### src/rtl/te_event_fifo_pkg.sv
// -----------------------------------------------------------------------------
// te_event_fifo_pkg
// Shared definitions for the TE event FIFO: register addresses, source codes,
// control/status bit positions and a small watermark helper.
// No ports (package).
// -----------------------------------------------------------------------------
package te_event_fifo_pkg;

    // Register map (DWORD addresses)
    localparam logic [5:0] TEF_CTRL   = 6'h00;
    localparam logic [5:0] TEF_STATUS = 6'h01;
    localparam logic [5:0] TEF_DATA   = 6'h02;
    localparam logic [5:0] TEF_THRESH = 6'h03;

    // Source codes carried in the top bits of each queued entry
    localparam logic [1:0] SRC_PPS = 2'd0;
    localparam logic [1:0] SRC_EM  = 2'd1;

    // Control / status bit positions
    localparam int CTRL_IRQ_EN_BIT = 1;
    localparam int CTRL_FLUSH_BIT  = 2;
    localparam int CTRL_SRC_EN_LSB = 8;
    localparam int STATUS_OVF_BIT  = 31;
    localparam int STATUS_PEND_LSB = 16;

    // A programmed watermark of zero behaves like a watermark of one
    function automatic logic [6:0] eff_thresh(input logic [6:0] thresh);
        if (thresh == 7'd0) begin
            eff_thresh = 7'd1;
        end else begin
            eff_thresh = thresh;
        end
    endfunction

endpackage

### src/rtl/te_event_fifo_sync_fifo.sv
// -----------------------------------------------------------------------------
// te_event_fifo_sync_fifo
// Single-clock DEPTH x WIDTH register-array FIFO with synchronous flush.
// Ports:
//   clk, rst         clock, asynchronous active-high reset
//   push, pop        enqueue / dequeue requests (pop ignored when empty,
//                    push ignored when full unless a pop happens the same cycle)
//   flush            clears pointers and count; overrides push/pop
//   wdata            entry to enqueue
//   full, empty      occupancy flags
//   count            occupancy, 0..DEPTH
//   head             entry at the read pointer
// -----------------------------------------------------------------------------
module te_event_fifo_sync_fifo #(
    parameter int DEPTH = 16,
    parameter int WIDTH = 32
) (
    input  logic                     clk,
    input  logic                     rst,
    input  logic                     push,
    input  logic                     pop,
    input  logic                     flush,
    input  logic [WIDTH-1:0]         wdata,
    output logic                     full,
    output logic                     empty,
    output logic [$clog2(DEPTH):0]   count,
    output logic [WIDTH-1:0]         head
);

    localparam int ADDR_W = $clog2(DEPTH);
    localparam int CNT_W  = ADDR_W + 1;
    localparam logic [ADDR_W-1:0] PTR_ONE  = {{(ADDR_W-1){1'b0}}, 1'b1};
    localparam logic [CNT_W-1:0]  CNT_ONE  = {{(CNT_W-1){1'b0}}, 1'b1};
    localparam logic [CNT_W-1:0]  FULL_CNT = CNT_W'(DEPTH);

    logic [WIDTH-1:0]  mem_r [DEPTH];
    logic [ADDR_W-1:0] wr_ptr_r;
    logic [ADDR_W-1:0] rd_ptr_r;
    logic [CNT_W-1:0]  count_r;
    logic              do_pop_s;
    logic              do_push_s;

    assign full      = (count_r == FULL_CNT);
    assign empty     = (count_r == {CNT_W{1'b0}});
    assign count     = count_r;
    assign head      = mem_r[rd_ptr_r];
    // A pop frees the slot the same cycle, so a full FIFO still accepts a push
    assign do_pop_s  = pop & ~empty;
    assign do_push_s = push & (~full | do_pop_s);

    // Storage array: data only, validity is tracked by the pointers/count
    always_ff @(posedge clk) begin
        if (do_push_s && !flush) begin
            mem_r[wr_ptr_r] <= wdata;
        end
    end

    // Pointer and occupancy bookkeeping; pointers wrap naturally (DEPTH = 2^n)
    always_ff @(posedge clk or posedge rst) begin
        if (rst) begin
            wr_ptr_r <= {ADDR_W{1'b0}};
            rd_ptr_r <= {ADDR_W{1'b0}};
            count_r  <= {CNT_W{1'b0}};
        end else if (flush) begin
            wr_ptr_r <= {ADDR_W{1'b0}};
            rd_ptr_r <= {ADDR_W{1'b0}};
            count_r  <= {CNT_W{1'b0}};
        end else begin
            if (do_push_s) begin
                wr_ptr_r <= wr_ptr_r + PTR_ONE;
            end
            if (do_pop_s) begin
                rd_ptr_r <= rd_ptr_r + PTR_ONE;
            end
            case ({do_push_s, do_pop_s})
                2'b10:   count_r <= count_r + CNT_ONE;
                2'b01:   count_r <= count_r - CNT_ONE;
                default: count_r <= count_r;
            endcase
        end
    end

endmodule

### src/rtl/te_event_fifo.sv
// -----------------------------------------------------------------------------
// te_event_fifo
// Records PPS / external events into the TE FIFO. Each asynchronous event
// level is synchronized, rising edges capture te_time, and a fixed-priority
// arbiter queues {src, timestamp} entries that the host pops over the DWORD
// register bus.
// Optional macro TEF_WATERMARK_IRQ_EN: adds the TEF_THRESH watermark register
// and raises tef_irq when count >= watermark instead of count != 0.
// Ports:
//   clk, rst      clock, asynchronous active-high reset
//   host_cs/rd/wr register select and one-cycle read/write strobes
//   host_addr     DWORD register address
//   host_d4wt     write data
//   host_d4rd     read data, combinational on host_addr
//   event_in      async event levels, bit 0 = pps_event
//   te_time       TE time count (clk domain)
//   tef_irq       registered level interrupt
// -----------------------------------------------------------------------------
module te_event_fifo
    import te_event_fifo_pkg::*;
#(
    parameter int DEPTH    = 16,
    parameter int TS_WIDTH = 30,
    parameter int NUM_SRC  = 2
) (
    input  logic                clk,
    input  logic                rst,
    input  logic                host_cs,
    input  logic                host_rd,
    input  logic                host_wr,
    input  logic [5:0]          host_addr,
    input  logic [31:0]         host_d4wt,
    output logic [31:0]         host_d4rd,
    input  logic [NUM_SRC-1:0]  event_in,
    input  logic [TS_WIDTH-1:0] te_time,
    output logic                tef_irq
);

    localparam int CNT_W   = $clog2(DEPTH) + 1;
    localparam int ENTRY_W = 2 + TS_WIDTH;

    logic [NUM_SRC-1:0]  sync1_r;
    logic [NUM_SRC-1:0]  sync2_r;
    logic [NUM_SRC-1:0]  sync3_r;
    logic [NUM_SRC-1:0]  detect_s;
    logic [NUM_SRC-1:0]  cap_s;
    logic [NUM_SRC-1:0]  pending_r;
    logic [TS_WIDTH-1:0] cap_ts_r [NUM_SRC];
    logic [NUM_SRC-1:0]  src_enable_r;
    logic                irq_enable_r;
    logic                overflow_r;
    logic                irq_r;
    logic                irq_cond_s;

    logic [NUM_SRC-1:0]  grant_s;
    logic [1:0]          grant_idx_s;
    logic [TS_WIDTH-1:0] grant_ts_s;
    logic                push_s;
    logic                pop_s;
    logic                pop_ok_s;
    logic                flush_s;
    logic                wr_en_s;
    logic                ovf_set_s;
    logic                ovf_clr_s;
    logic                full_s;
    logic                empty_s;
    logic [CNT_W-1:0]    count_s;
    logic [6:0]          count7_s;
    logic [ENTRY_W-1:0]  head_s;
    logic [31:0]         rd_data_s;
    logic                unused_wdata_s;

`ifdef TEF_WATERMARK_IRQ_EN
    logic [6:0]          thresh_r;
`endif

    assign detect_s  = sync2_r & ~sync3_r;
    assign cap_s     = detect_s & src_enable_r;
    assign wr_en_s   = host_cs & host_wr;
    assign flush_s   = wr_en_s & (host_addr == TEF_CTRL) & host_d4wt[CTRL_FLUSH_BIT];
    assign pop_s     = host_cs & host_rd & (host_addr == TEF_DATA);
    assign pop_ok_s  = pop_s & ~empty_s;
    assign push_s    = |pending_r;
    assign count7_s  = 7'(count_s);
    assign ovf_clr_s = wr_en_s & (host_addr == TEF_STATUS) & host_d4wt[STATUS_OVF_BIT];
    // Overflow sources: a push dropped on a full FIFO, or a source re-firing
    // before its previous capture was queued
    assign ovf_set_s = (push_s & full_s & ~pop_ok_s & ~flush_s) | (|(cap_s & pending_r));
    assign host_d4rd = rd_data_s;
    assign tef_irq   = irq_r;
    assign unused_wdata_s = ^host_d4wt;

    // Two-flop synchronizer plus one delayed copy for rising-edge detection
    always_ff @(posedge clk or posedge rst) begin
        if (rst) begin
            sync1_r <= {NUM_SRC{1'b0}};
            sync2_r <= {NUM_SRC{1'b0}};
            sync3_r <= {NUM_SRC{1'b0}};
        end else begin
            sync1_r <= event_in;
            sync2_r <= sync1_r;
            sync3_r <= sync2_r;
        end
    end

    // Fixed-priority arbiter: the lowest-index pending source wins
    always_comb begin
        grant_s     = {NUM_SRC{1'b0}};
        grant_idx_s = 2'd0;
        grant_ts_s  = {TS_WIDTH{1'b0}};
        for (int i = NUM_SRC - 1; i >= 0; i--) begin
            if (pending_r[i]) begin
                grant_s     = {NUM_SRC{1'b0}};
                grant_s[i]  = 1'b1;
                grant_idx_s = 2'(i);
                grant_ts_s  = cap_ts_r[i];
            end else begin
                grant_s     = grant_s;
            end
        end
    end

    // Per-source capture of te_time and pending tracking
    always_ff @(posedge clk or posedge rst) begin
        if (rst) begin
            pending_r <= {NUM_SRC{1'b0}};
            for (int i = 0; i < NUM_SRC; i++) begin
                cap_ts_r[i] <= {TS_WIDTH{1'b0}};
            end
        end else begin
            for (int i = 0; i < NUM_SRC; i++) begin
                // Flush beats a new capture so nothing survives a flush
                if (flush_s) begin
                    pending_r[i] <= 1'b0;
                end else if (cap_s[i]) begin
                    pending_r[i] <= 1'b1;
                end else if (grant_s[i]) begin
                    pending_r[i] <= 1'b0;
                end else begin
                    pending_r[i] <= pending_r[i];
                end
                if (cap_s[i]) begin
                    cap_ts_r[i] <= te_time;
                end
            end
        end
    end

    // Sticky overflow; a new overflow event wins over a same-cycle clear
    always_ff @(posedge clk or posedge rst) begin
        if (rst) begin
            overflow_r <= 1'b0;
        end else if (ovf_set_s) begin
            overflow_r <= 1'b1;
        end else if (ovf_clr_s) begin
            overflow_r <= 1'b0;
        end else begin
            overflow_r <= overflow_r;
        end
    end

    // Control register (flush bit is a strobe and is not stored)
    always_ff @(posedge clk or posedge rst) begin
        if (rst) begin
            src_enable_r <= {NUM_SRC{1'b0}};
            irq_enable_r <= 1'b0;
        end else if (wr_en_s && host_addr == TEF_CTRL) begin
            src_enable_r <= host_d4wt[CTRL_SRC_EN_LSB +: NUM_SRC];
            irq_enable_r <= host_d4wt[CTRL_IRQ_EN_BIT];
        end else begin
            src_enable_r <= src_enable_r;
            irq_enable_r <= irq_enable_r;
        end
    end

`ifdef TEF_WATERMARK_IRQ_EN
    // Watermark register
    always_ff @(posedge clk or posedge rst) begin
        if (rst) begin
            thresh_r <= 7'd1;
        end else if (wr_en_s && host_addr == TEF_THRESH) begin
            thresh_r <= host_d4wt[6:0];
        end else begin
            thresh_r <= thresh_r;
        end
    end

    assign irq_cond_s = (count7_s >= eff_thresh(thresh_r)) | overflow_r;
`else
    assign irq_cond_s = (count7_s != 7'd0) | overflow_r;
`endif

    // Interrupt is registered, so it follows count with one cycle of lag
    always_ff @(posedge clk or posedge rst) begin
        if (rst) begin
            irq_r <= 1'b0;
        end else begin
            irq_r <= irq_enable_r & irq_cond_s;
        end
    end

    // Register read mux; the data port shows the head while it is popped
    always_comb begin
        rd_data_s = 32'h0000_0000;
        case (host_addr)
            TEF_CTRL: begin
                rd_data_s[CTRL_SRC_EN_LSB +: NUM_SRC] = src_enable_r;
                rd_data_s[CTRL_IRQ_EN_BIT]            = irq_enable_r;
            end
            TEF_STATUS: begin
                rd_data_s[STATUS_OVF_BIT]              = overflow_r;
                rd_data_s[STATUS_PEND_LSB +: NUM_SRC]  = pending_r;
                rd_data_s[6:0]                         = count7_s;
            end
            TEF_DATA: begin
                if (!empty_s) begin
                    rd_data_s[ENTRY_W-1:0] = head_s;
                end else begin
                    rd_data_s = 32'h0000_0000;
                end
            end
`ifdef TEF_WATERMARK_IRQ_EN
            TEF_THRESH: begin
                rd_data_s[6:0] = thresh_r;
            end
`endif
            default: begin
                rd_data_s = 32'h0000_0000;
            end
        endcase
    end

    te_event_fifo_sync_fifo #(
        .DEPTH (DEPTH),
        .WIDTH (ENTRY_W)
    ) u_fifo (
        .clk   (clk),
        .rst   (rst),
        .push  (push_s),
        .pop   (pop_s),
        .flush (flush_s),
        .wdata ({grant_idx_s, grant_ts_s}),
        .full  (full_s),
        .empty (empty_s),
        .count (count_s),
        .head  (head_s)
    );

endmodule

### config.mk
export PLATFORM = sky130hd
export DESIGN_NAME = te_event_fifo
export DESIGN_NICKNAME = d
export VERILOG_FILES = /design/src/rtl/te_event_fifo_pkg.sv /design/src/rtl/te_event_fifo_sync_fifo.sv /design/src/rtl/te_event_fifo.sv
export SDC_FILE = /design/constraint.sdc
export NUM_CORES = 1
export LEC_CHECK = 0
export BUFFER_PORTS_ARGS = -buffer_cell sky130_fd_sc_hd__buf_2
export CAP_MARGIN = 20
export CORE_MARGIN = 4
export CORE_UTILIZATION = 35
export CTS_CLUSTER_SIZE = 40
export DETAILED_ROUTE_END_ITERATION = 7
export PLACE_DENSITY_LB_ADDON = 0.15
export SETUP_SLACK_MARGIN = 0.05
export SLEW_MARGIN = 20
export SYNTH_ARGS = -nofsm -noshare
export SYNTH_HDL_FRONTEND = slang
export SYNTH_SLANG_ARGS = --single-unit
### constraint.sdc
create_clock -name clk -period 7.1 [get_ports clk]
set_input_delay 0.355 -clock clk [delete_from_list [all_inputs] [get_ports clk]]
set_output_delay 0.355 -clock clk [all_outputs]
set_load 0.02 [all_outputs]
==> summary.md, run 1 <==
| Metric | Value |
|---|---|
| Status | `complete, no violations` |
| Core Region | `64580 um2` |
| Post-route setup TNS | `0 ns` |
| Post-synth top flop | `edfxtp_1` |
| Asr flop ratio synth | `14.78%` |
| Final net count | `1466` |
| Worst setup SP type | `register` |
| Crit Path Max Fanout | `44` |
| Met3 global-route usage | `3.167%` |
| Post-synth EDFFs | `496` |
| # diodes | `0` |
| IO buf count | `80` |
| Area growth from synthesis to layout | `17.82%` |
| Synth warn | `0` |
| Max Fclk | `245.6 MHz` |
| Worst hold path type | `in2reg` |
| Final core utilization | `41.79%` |
| Worst slew margin | `40.51%` |
| Cell with the largest stage delay on the worst path | `dfrtp_4` |
| Via Count | `11690` |
| Post-CTS Resized | `0` |
| Worst-Margin Slew | `0.8923 ns` |
| Post-Place Worst Slack | `3.372 ns` |
| PwrDens | `292.9 nW/um2` |
| Antenna-violating nets left | `0` |
| Worst skew pair latency | `0.64 ns` |
| Final Skew | `0.02858 ns` |
| Antenna violations before repair | `0` |
| Global-route wire length before repair | `84320 um` |
| Hold-critical path depth | `4` |
| Static Leak | `0.009411 uW` |
| Required time of the critical path | `6.74 ns` |
| 1st-pass router iterations | `5` |
| RSZ-0062 raised after global routing | `no` |
| Drt total wl | `56650 um` |
| Critical path class | `reg2out` |
| Total Power | `7905 uW` |
| Period Utilization, post-route | `57.34%` |
| Final Non-Filler Cells | `2293` |
| Initial core utilization | `35.47%` |
| Synthesized area per cell | `18.74 um2` |
| Crit path cell chain | `buf_16 -> buf_4 -> mux4_2 -> mux4_2 -> inv_1 -> o21ai_0 -> buf_2` |
| Clock slew at reported path FFs | `0.06 ns` |
| Final setup fails | `0` |
| Register area share after synthesis | `74.42%` |
| Clk buf depth | `3` |
| Vias per Instance | `5.097` |
| Minimum clock period | `4.071 ns` |
| H-tree levels | `2` |
| Grt ovf | `0` |
| Post-synth top area share | `65.02%` |
| # rows | `93` |
| DR DRC count | `0` |
| Fillers | `5767` |
| Die H | `263.8 um` |
| M2 GR Usage | `26.41%` |
| Most used cell, CP | `mux4_2` |
| Pins Over Slew Limit | `0` |
| GRT met1 Usage | `23.52%` |
| Synth Instances | `1222` |
| CTS tree | `yes` |
| Top cells by area, synth | `edfxtp_1, mux4_2, dfrtp_1` |
| Total die area | `69600 um2` |
| Netlist cell types | `46` |
| Maximum vdd drop | `0.1816 mV` |
| Per-cell routed wire length | `24.70 um` |
| Most frequent cells in the layout | `edfxtp_1, nand2_1, mux4_2, dfrtp_1, buf_2` |
| Final Hold Fails | `0` |
| Total clock sinks | `582` |
| Synth Register Bits | `582` |
| TritonCTS buffer count | `61` |
| Largest net degree at the start of global routing | `59` |
| GRT Overall Usage | `16.39%` |
| Area of the multi-input gates | `5585 um2` |
| Synthesized area | `22910 um2` |
| Post-CTS setup repair buffer count | `0` |
| Share of cells above drive strength 1 | `28.72%` |
| Gpl congestion | `0.7356` |
| Iteration-0 DRC Markers | `966` |
| Post-Synthesis Net Count | `1303` |
| Ports | `108` |
| Worst reg2reg path depth | `6` |
| Critical path's largest stage delay | `0.72 ns` |
| Critical path arrival | `3.72 ns` |
| Placed cell count | `2141` |
| Register Area | `17060 um2` |
| Gr busiest metal | `met2` |
| Worst Slack Setup Final | `3.029 ns` |
| Post-CTS Hold Buffers | `36` |
| Vias in the first global route | `12410` |
| DPL Wire Length | `30390 um` |
| MaxCap Viol Count | `0` |
| Dominant cell type by area after synthesis | `edfxtp_1` |
| Root Buffer | `clkbuf_16` |
| CP endpoint kind | `primary output` |
| Die W | `263.8 um` |
| Leading cell type in the layout, fill and taps excluded | `edfxtp_1` |
-- report_power, final --
| group | switching [uW] | internal (uW) | leakage (uW) |
|---|---|---|---|
| sequential | 125 | 3890 | 0.00575 |
| clock | 1330 | 1920 | 0.00100 |
| combinational | 336 | 299 | 0.00266 |
| total | 1790 | 6120 | 0.00941 |
-- metrics by stage --
step,hold WS [ns],area [um2]
5_1_grt,0.09358,26990
2_1_floorplan,0.3312,22910
3_5_place_dp,0.3402,24560
4_1_cts,0.05808,26980
3_3_place_gp,0.3337,24540
6_report,0.09722,26990
-- synthesized netlist by cell type (all sizes together) (4+ instances only) --
master	count
and2	14
inv	19
buf	14
dfrtp	86
xor2	5
or4	4
a21oi	8
edfxtp	496
o21ai	28
nor3	6
nor2b	23
mux4	155
nor2	14
nand2	233
ha	6
clkbuf	50
nand3	11
a22o	14
-- per-layer routing --
metal  vias to the layer above  wire length [um]  part of all wire, %
met4                         0              1012                  1.8
met3                        72              2780                  4.9
met1                      6242             25660                   45
met5                         -                 0                    0
met2                       271             27190                   48
li1                       5102                 -                    -
-- path summary, 6_finish.rpt --
check,startpoint,end,slack (ns)
max,u_fifo.rd_ptr_r[1],host_d4rd[17],3.03
min,host_wr,overflow_r,0.1
max reg2reg,pending_r[1],u_fifo.mem_r[2][9],4.03
min reg2reg,sync1_r[0],sync2_r[0],0.35
max in group asynchronous,rst,u_fifo.rd_ptr_r[0],5.51
min in group asynchronous,rst,cap_ts_r[59],0.28
-- kinds of logic (layout without fill, tap and decap cells) --
logic type | after synthesis | in the layout | synth area share, %
multiplexers | 161 | 161 | 15.52
flip-flops | 582 | 582 | 74.42
AO/OA/AOI/OAI | 61 | 61 | 1.786
buffers and inverters | 83 | 299 | 1.442
XOR/XNOR | 7 | 7 | 0.2677
adder cells (fa/ha/maj) | 6 | 6 | 0.3277
AND/OR/NAND/NOR | 322 | 322 | 6.238
-- worst max-delay path, delay by kind of cell (launching register included) --
family,cells,cell delay (ns)
compound gates,1,0.12
flops,1,0.72
buf+inv,4,1.25
mux,2,0.90
-- sequential cells by signal, indices dropped and copies added, names as in the netlist, 2 cells and up --
| register | cells |
|---|---|
| u_fifo.wr_ptr_r | 4 |
| u_fifo.count | 5 |
| sync1_r | 2 |
| sync3_r | 2 |
| u_fifo.rd_ptr_r | 4 |
| src_enable_r | 2 |
| cap_ts_r | 60 |
| u_fifo.mem_r | 496 |
| sync2_r | 2 |
| pending_r | 2 |
-- area by class of cell --
cell class	count	area share, %
multi-input combinational	557	20.70
tap	855	3.964
clock inverter	32	1.358
timing repair buffer	164	4.228
clock buffer	84	6.277
sequential	582	63.20
inverter	19	0.2735
Note: power is estimated with default switching activity, not from simulation.
==> run 2, diff against run 1 <==
clock period = 4.2 ns   (was 7.1 ns; I/O delays follow)
==> run 2 against run 1 <==
Effect of this change:
- global-route usage fell by 0.15 points
- register-to-register slack got worse by 2.7 ns
- setup slack got worse by 2.4 ns
- cell count rose by 0.39%
- critical path depth fell by 1
- sequential power rose by 69%
- sequential cell count did not move
- largest cell class unchanged
- core utilization rose by 0.32 points
- routed wire length fell by 0.56%
- total power rose by 67%
- sequential share of layout area fell by 0.48 points
==> summary.md, run 2 (synthesis gave the netlist of run 1 again) <==
| Metric | Value |
|---|---|
| Final Hold Fails | `0 (unchanged)` |
| Worst-Margin Slew | `1.006 ns (+0.1136 ns)` |
| Post-Place Worst Slack | `1.006 ns (-2.366 ns)` |
| CP endpoint kind | `primary output` |
| Worst slew margin | `32.94% (-7.6 points)` |
| Max Fclk | `282.0 MHz` |
| Pins Over Slew Limit | `0 (unchanged)` |
| Clock slew at reported path FFs | `0.06 ns (about the same)` |
| Antenna violations before repair | `3 (+3)` |
| Maximum vdd drop | `0.2862 mV (+58%)` |
| Post-route setup TNS | `0 ns (unchanged)` |
| Post-CTS Resized | `0 (unchanged)` |
| Area growth from synthesis to layout | `18.72%` |
| IO buf count | `80 (unchanged)` |
| Global-route wire length before repair | `83350 um (-1.2%)` |
| Die W | `263.8 um (unchanged)` |
| GRT met1 Usage | `23.19% (-0.33 points)` |
| Register Area | `17060 um2 (unchanged)` |
| Status | `complete, no violations` |
| Fillers | `5707 (-1.0%)` |
| Antenna-violating nets left | `0 (unchanged)` |
| Largest register FFs | `496 (unchanged)` |
| # diodes | `0 (unchanged)` |
| CTS tree | `yes` |
| Worst Slack Setup Final | `0.6534 ns (-2.375 ns)` |
| Ports | `108 (unchanged)` |
| Placed cell area | `24800 um2 (+0.98%)` |
| Area of the multi-input gates | `5593 um2 (+0.13%)` |
| Min Hold Slack | `0.04785 ns (-0.04937 ns)` |
| Crit Path Max Fanout | `20 (-55%)` |
| Post-route cell area | `27190 um2 (+0.76%)` |
| Reg-to-reg setup timing slack | `1.29 ns (-2.74 ns)` |
| Root Buffer | `clkbuf_16` |
| Via Count | `11770 (+0.74%)` |
| Grt ovf | `0 (unchanged)` |
| Post-CTS Hold Buffers | `38 (+5.6%)` |
| Vias in the first global route | `12470 (+0.47%)` |
| Worst setup SP type | `register` |
| Gr busiest metal | `met2` |
| Most frequent cells in the layout | `edfxtp_1, nand2_1, mux4_2, dfrtp_1, buf_2` |
| Period Utilization, post-route | `84.44%` |
| Most flops, register | `u_fifo.mem_r` |
| Iteration-0 DRC Markers | `918 (-5.0%)` |
| Met3 global-route usage | `2.869% (-0.30 points)` |
| RSZ-0062 raised after global routing | `no` |
| Leading cell type in the layout, fill and taps excluded | `edfxtp_1` |
| DR DRC count | `0 (unchanged)` |
| Vias per Instance | `5.114 (+0.34%)` |
| Final net count | `1477 (+0.75%)` |
| PwrDens | `484.5 nW/um2 (+65%)` |
| Final setup fails | `0 (unchanged)` |
| Static Leak | `0.009470 uW (+0.62%)` |
| Post-CTS setup repair buffer count | `0 (unchanged)` |
| Drt total wl | `56330 um (-0.56%)` |
| GRT Overall Usage | `16.24% (-0.15 points)` |
| Worst hold path type | `in2reg` |
| Required time of the critical path | `3.99 ns (-2.75 ns)` |
| Critical path class | `reg2out` |
| Final Skew | `0.01290 ns (-0.01568 ns)` |
| M2 GR Usage | `26.47% (+0.056 points)` |
| 1st-pass router iterations | `5 (unchanged)` |
| Clk buf depth | `3 (unchanged)` |
| MaxCap Viol Count | `0 (unchanged)` |
| Minimum clock period | `3.547 ns` |
| Critical path arrival | `3.34 ns (-0.38 ns)` |
| Per-cell routed wire length | `24.47 um (-0.94%)` |
| Core Region | `64580 um2 (unchanged)` |
| Share of cells above drive strength 1 | `28.61% (-0.11 points)` |
| Die H | `263.8 um (unchanged)` |
| # rows | `93 (unchanged)` |
| Gpl congestion | `0.7005 (-4.8%)` |
| DPL Wire Length | `31470 um (+3.6%)` |
| H-tree levels | `2 (unchanged)` |
| Largest net degree at the start of global routing | `68 (+15%)` |
| Initial core utilization | `35.47% (unchanged)` |
| Total die area | `69600 um2 (unchanged)` |
| Worst skew pair latency | `0.61 ns (-0.03 ns)` |
| Total clock sinks | `582 (unchanged)` |
| TritonCTS buffer count | `61 (unchanged)` |
[run 2: routing by layer]
metal / wire length, um / vias to the layer above
met4: 858 / 0
met1: 25220 / 6291
met2: 27150 / 293
met5: 0 / -
met3: 3104 / 63
li1: - / 5126
[run 2: path summary, 6_finish.rpt]
check | from | to | depth (start not counted)
min | host_d4wt[2] | u_fifo.count[4] | 4
min in group asynchronous | rst | src_enable_r[0] | 3
max | u_fifo.count[1] | host_d4rd[4] | 6
max in group asynchronous | rst | cap_ts_r[26] | 4
max reg2reg | u_fifo.count[1] | u_fifo.count[2] | 8
min reg2reg | sync1_r[0] | sync2_r[0] | 0
[run 2: power by group]
group	internal, uW	leakage, uW	switching [uW]	total [uW]
clock network	3130	0.000960	2160	5290
logic	519	0.00276	574	1090
registers	6580	0.00575	211	6790
[run 2: critical path: stages (launching register included)]
cell     delay [ns]
dfrtp_1        0.48
nor4_1         0.73
nand2_1        0.41
nand3_2        0.42
buf_12         0.26
o21ai_0        0.19
buf_2          0.21
[run 2: layout make-up]
| class | instances | area share (%) |
|---|---|---|
| clock buffers | 88 | 6.326 |
| clock inverters | 26 | 0.9248 |
| inverters | 19 | 0.2715 |
| multi-input cells | 557 | 20.57 |
| flip-flops and latches | 582 | 62.72 |
| well taps | 855 | 3.934 |
| repair buffers | 175 | 5.254 |
[run 2: per-stage QoR]
step / utilization, % / instances / total power, uW
6_report: 42.11 / 2302 / 13180
4_1_cts: 42.05 / 2301 / 13350
2_1_floorplan: - / 1222 / 7642
3_3_place_gp: 38.41 / 2149 / 7961
5_1_grt: 42.11 / 2302 / 13770
3_5_place_dp: 38.41 / 2149 / 7994
==> run 3, diff against run 2 <==
clock period = 2.9 ns   (was 4.2 ns; I/O delays follow)
==> run 3 against run 2 <==
Effect of this change:
- the flow now finishes with violations (setup timing)
- cell count is 3.2% higher
- first-iteration DRC count is 7.4% lower
- routed wire length is 2.6% higher
- register-to-register slack worse by 0.96 ns
- total power is 51% higher
- hold slack better by 0.13 ns
- critical path type unchanged
==> summary.md, run 3 (synthesis gave the netlist of run 1 again) <==
| Metric | Value |
|---|---|
| Status | `finished, violations left` |
| Failing checks | `setup timing` |
| Die W | `263.8 um (unchanged)` |
| Worst Slack Setup Final | `-0.1049 ns (-0.7583 ns)` |
| Fillers | `5609 (-1.7%)` |
| Crit path cell chain | `buf_12 -> buf_16 -> mux4_2 -> mux4_2 -> nor2b_1 -> buf_4` |
| Root Buffer | `clkbuf_16` |
| Worst slew margin | `34.13% (+1.2 points)` |
| Iteration-0 DRC Markers | `850 (-7.4%)` |
| Clk buf depth | `3 (unchanged)` |
| Initial core utilization | `35.47% (unchanged)` |
| Worst setup SP type | `register` |
| Reg-to-reg setup timing slack | `0.33 ns (-0.96 ns)` |
| DPL Wire Length | `34870 um (+11%)` |
| 1st-pass router iterations | `7 (+2)` |
| Leading cell type in the layout, fill and taps excluded | `edfxtp_1` |
| Most flops, register | `u_fifo.mem_r` |
| Antenna-violating nets left | `0 (unchanged)` |
| Final setup fails | `31 (+31)` |
| Total die area | `69600 um2 (unchanged)` |
| Final Skew | `0.01612 ns (+0.003222 ns)` |
| Worst-Margin Slew | `0.9869 ns (-0.01901 ns)` |
| Final Hold Fails | `0 (unchanged)` |
| Placed cell count | `2192 (+2.0%)` |
| Maximum vdd drop | `0.3599 mV (+26%)` |
| Worst skew pair latency | `0.59 ns (-0.02 ns)` |
| Global-route wire length before repair | `84940 um (+1.9%)` |
| Clock slew at reported path FFs | `0.06 ns (about the same)` |
| Total clock sinks | `582 (unchanged)` |
| Worst hold path type | `in2reg` |
| Gpl congestion | `0.7693 (+9.8%)` |
| TritonCTS buffer count | `69 (+13%)` |
| # rows | `93 (unchanged)` |
| PwrDens | `698.0 nW/um2 (+44%)` |
| Critical path's largest stage delay | `0.54 ns (-0.19 ns)` |
| Drt total wl | `57780 um (+2.6%)` |
| Vias in the first global route | `12610 (+1.1%)` |
| H-tree levels | `3 (+1)` |
| CP endpoint kind | `primary output` |
| MaxCap Viol Count | `0 (unchanged)` |
| DR DRC count | `0 (unchanged)` |
| Static Leak | `0.01002 uW (+5.8%)` |
| Per-cell routed wire length | `24.32 um (-0.63%)` |
| Final net count | `1548 (+4.8%)` |
| Critical path class | `reg2out` |
| Die H | `263.8 um (unchanged)` |
| GRT Overall Usage | `16.53% (+0.29 points)` |
| Share of cells above drive strength 1 | `32.76% (+4.2 points)` |
| Grt ovf | `0 (unchanged)` |
| RSZ-0062 raised after global routing | `yes` |
| Final core utilization | `44.04% (+1.9 points)` |
| Area of the multi-input gates | `5610 um2 (+0.31%)` |
| Ports | `108 (unchanged)` |
| IO buf count | `80 (unchanged)` |
| Largest register FFs | `496 (unchanged)` |
| Crit Path Max Fanout | `8 (-60%)` |
| Period Utilization, post-route | `103.6%` |
| Final Non-Filler Cells | `2376 (+3.2%)` |
| Register Area | `17060 um2 (unchanged)` |
| Vias per Instance | `5.097 (-0.33%)` |
| Cell with the largest stage delay on the worst path | `mux4_2` |
| Most used cell, CP | `mux4_2` |
| Pins Over Slew Limit | `0 (unchanged)` |
| CTS tree | `yes` |
| Antenna violations before repair | `1 (-2)` |
| Area growth from synthesis to layout | `24.17%` |
| Max Fclk | `332.8 MHz` |
| Largest net degree at the start of global routing | `64 (-5.9%)` |
| Required time of the critical path | `2.76 ns (-1.23 ns)` |
| Minimum clock period | `3.005 ns` |
| Critical path arrival | `2.86 ns (-0.48 ns)` |
| Via Count | `12110 (+2.9%)` |
| Core Region | `64580 um2 (unchanged)` |
| Most frequent cells in the layout | `edfxtp_1, nand2_1, mux4_2, dfrtp_1, clkbuf_16` |
-- run 3: worst max-delay path, delay by kind of cell (launching register included) --
kind,cells,cell delay (ns)
DFF,1,0.52
and+or+nand+nor,1,0.15
muxes,2,1.04
buffers and inverters,3,0.54
-- run 3: final cells by class --
| cell class | count | area share, % |
|---|---|---|
| Inverter | 19 | 0.2684 |
| Clock buffer | 90 | 6.423 |
| Multi-Input combinational cell | 557 | 19.73 |
| Timing Repair Buffer | 238 | 8.834 |
| Sequential cell | 582 | 59.98 |
| Antenna cell | 1 | 0.008799 |
| Clock inverter | 34 | 1.003 |
| Tap cell | 855 | 3.761 |
-- run 3: report_power, final --
group | leakage (uW) | switching (uW) | internal, uW
logic | 0.00325 | 973 | 1010
clock network | 0.00102 | 3320 | 4740
registers | 0.00575 | 281 | 9530
-- run 3: final timing paths --
| check | start | depth (start not counted) | to |
|---|---|---|---|
| max | u_fifo.rd_ptr_r[0] | 6 | host_d4rd[10] |
| min | host_addr[1] | 4 | irq_enable_r |
| max reg2reg | u_fifo.count[1] | 9 | u_fifo.count[2] |
| min reg2reg | sync1_r[1] | 0 | sync2_r[1] |
| max in group asynchronous | rst | 4 | cap_ts_r[39] |
| min in group asynchronous | rst | 3 | sync1_r[1] |
-- run 3: per-stage QoR --
stage,instance area [um2],setup WS [ns],total power (uW),setup TNS [ns],hold WS (ns)
4_1_cts,28150,-0.1464,20060,-2.613,0.1231
6_report,28440,-0.1049,19850,-2.185,0.1784
3_5_place_dp,25380,0.2178,11700,0,0.2557
3_3_place_gp,25380,0.2398,11650,0,0.2544
5_1_grt,28440,-0.1864,20740,-4.870,0.1479
2_1_floorplan,22920,-0.1866,11070,-23.14,0.1764
-- run 3: per-layer routing --
| metal | track usage (%) | part of all wire [%] | wire [um] | up-vias |
|---|---|---|---|---|
| met1 | 23.07 | 45 | 26090 | 6478 |
| met4 | 4.269 | 1.8 | 1013 | 0 |
| li1 | - | - | - | 5297 |
| met5 | 0 | 0 | 0 | - |
| met2 | 26.77 | 48 | 27950 | 263 |
| met3 | 3.418 | 4.7 | 2722 | 73 |
-- run 3: repair_timing --
| item | 4_1_cts | 5_1_grt |
|---|---|---|
| endpoints found under the hold margin | 130 | 0 |
| cloned | 4 | 6 |
| hold buffers | 39 | 0 |
| resized for setup | 31 | 40 |
| endpoints found under the setup margin | 31 | 31 |
| pin swaps | 0 | 1 |
| setup buffers | 6 | 4 |
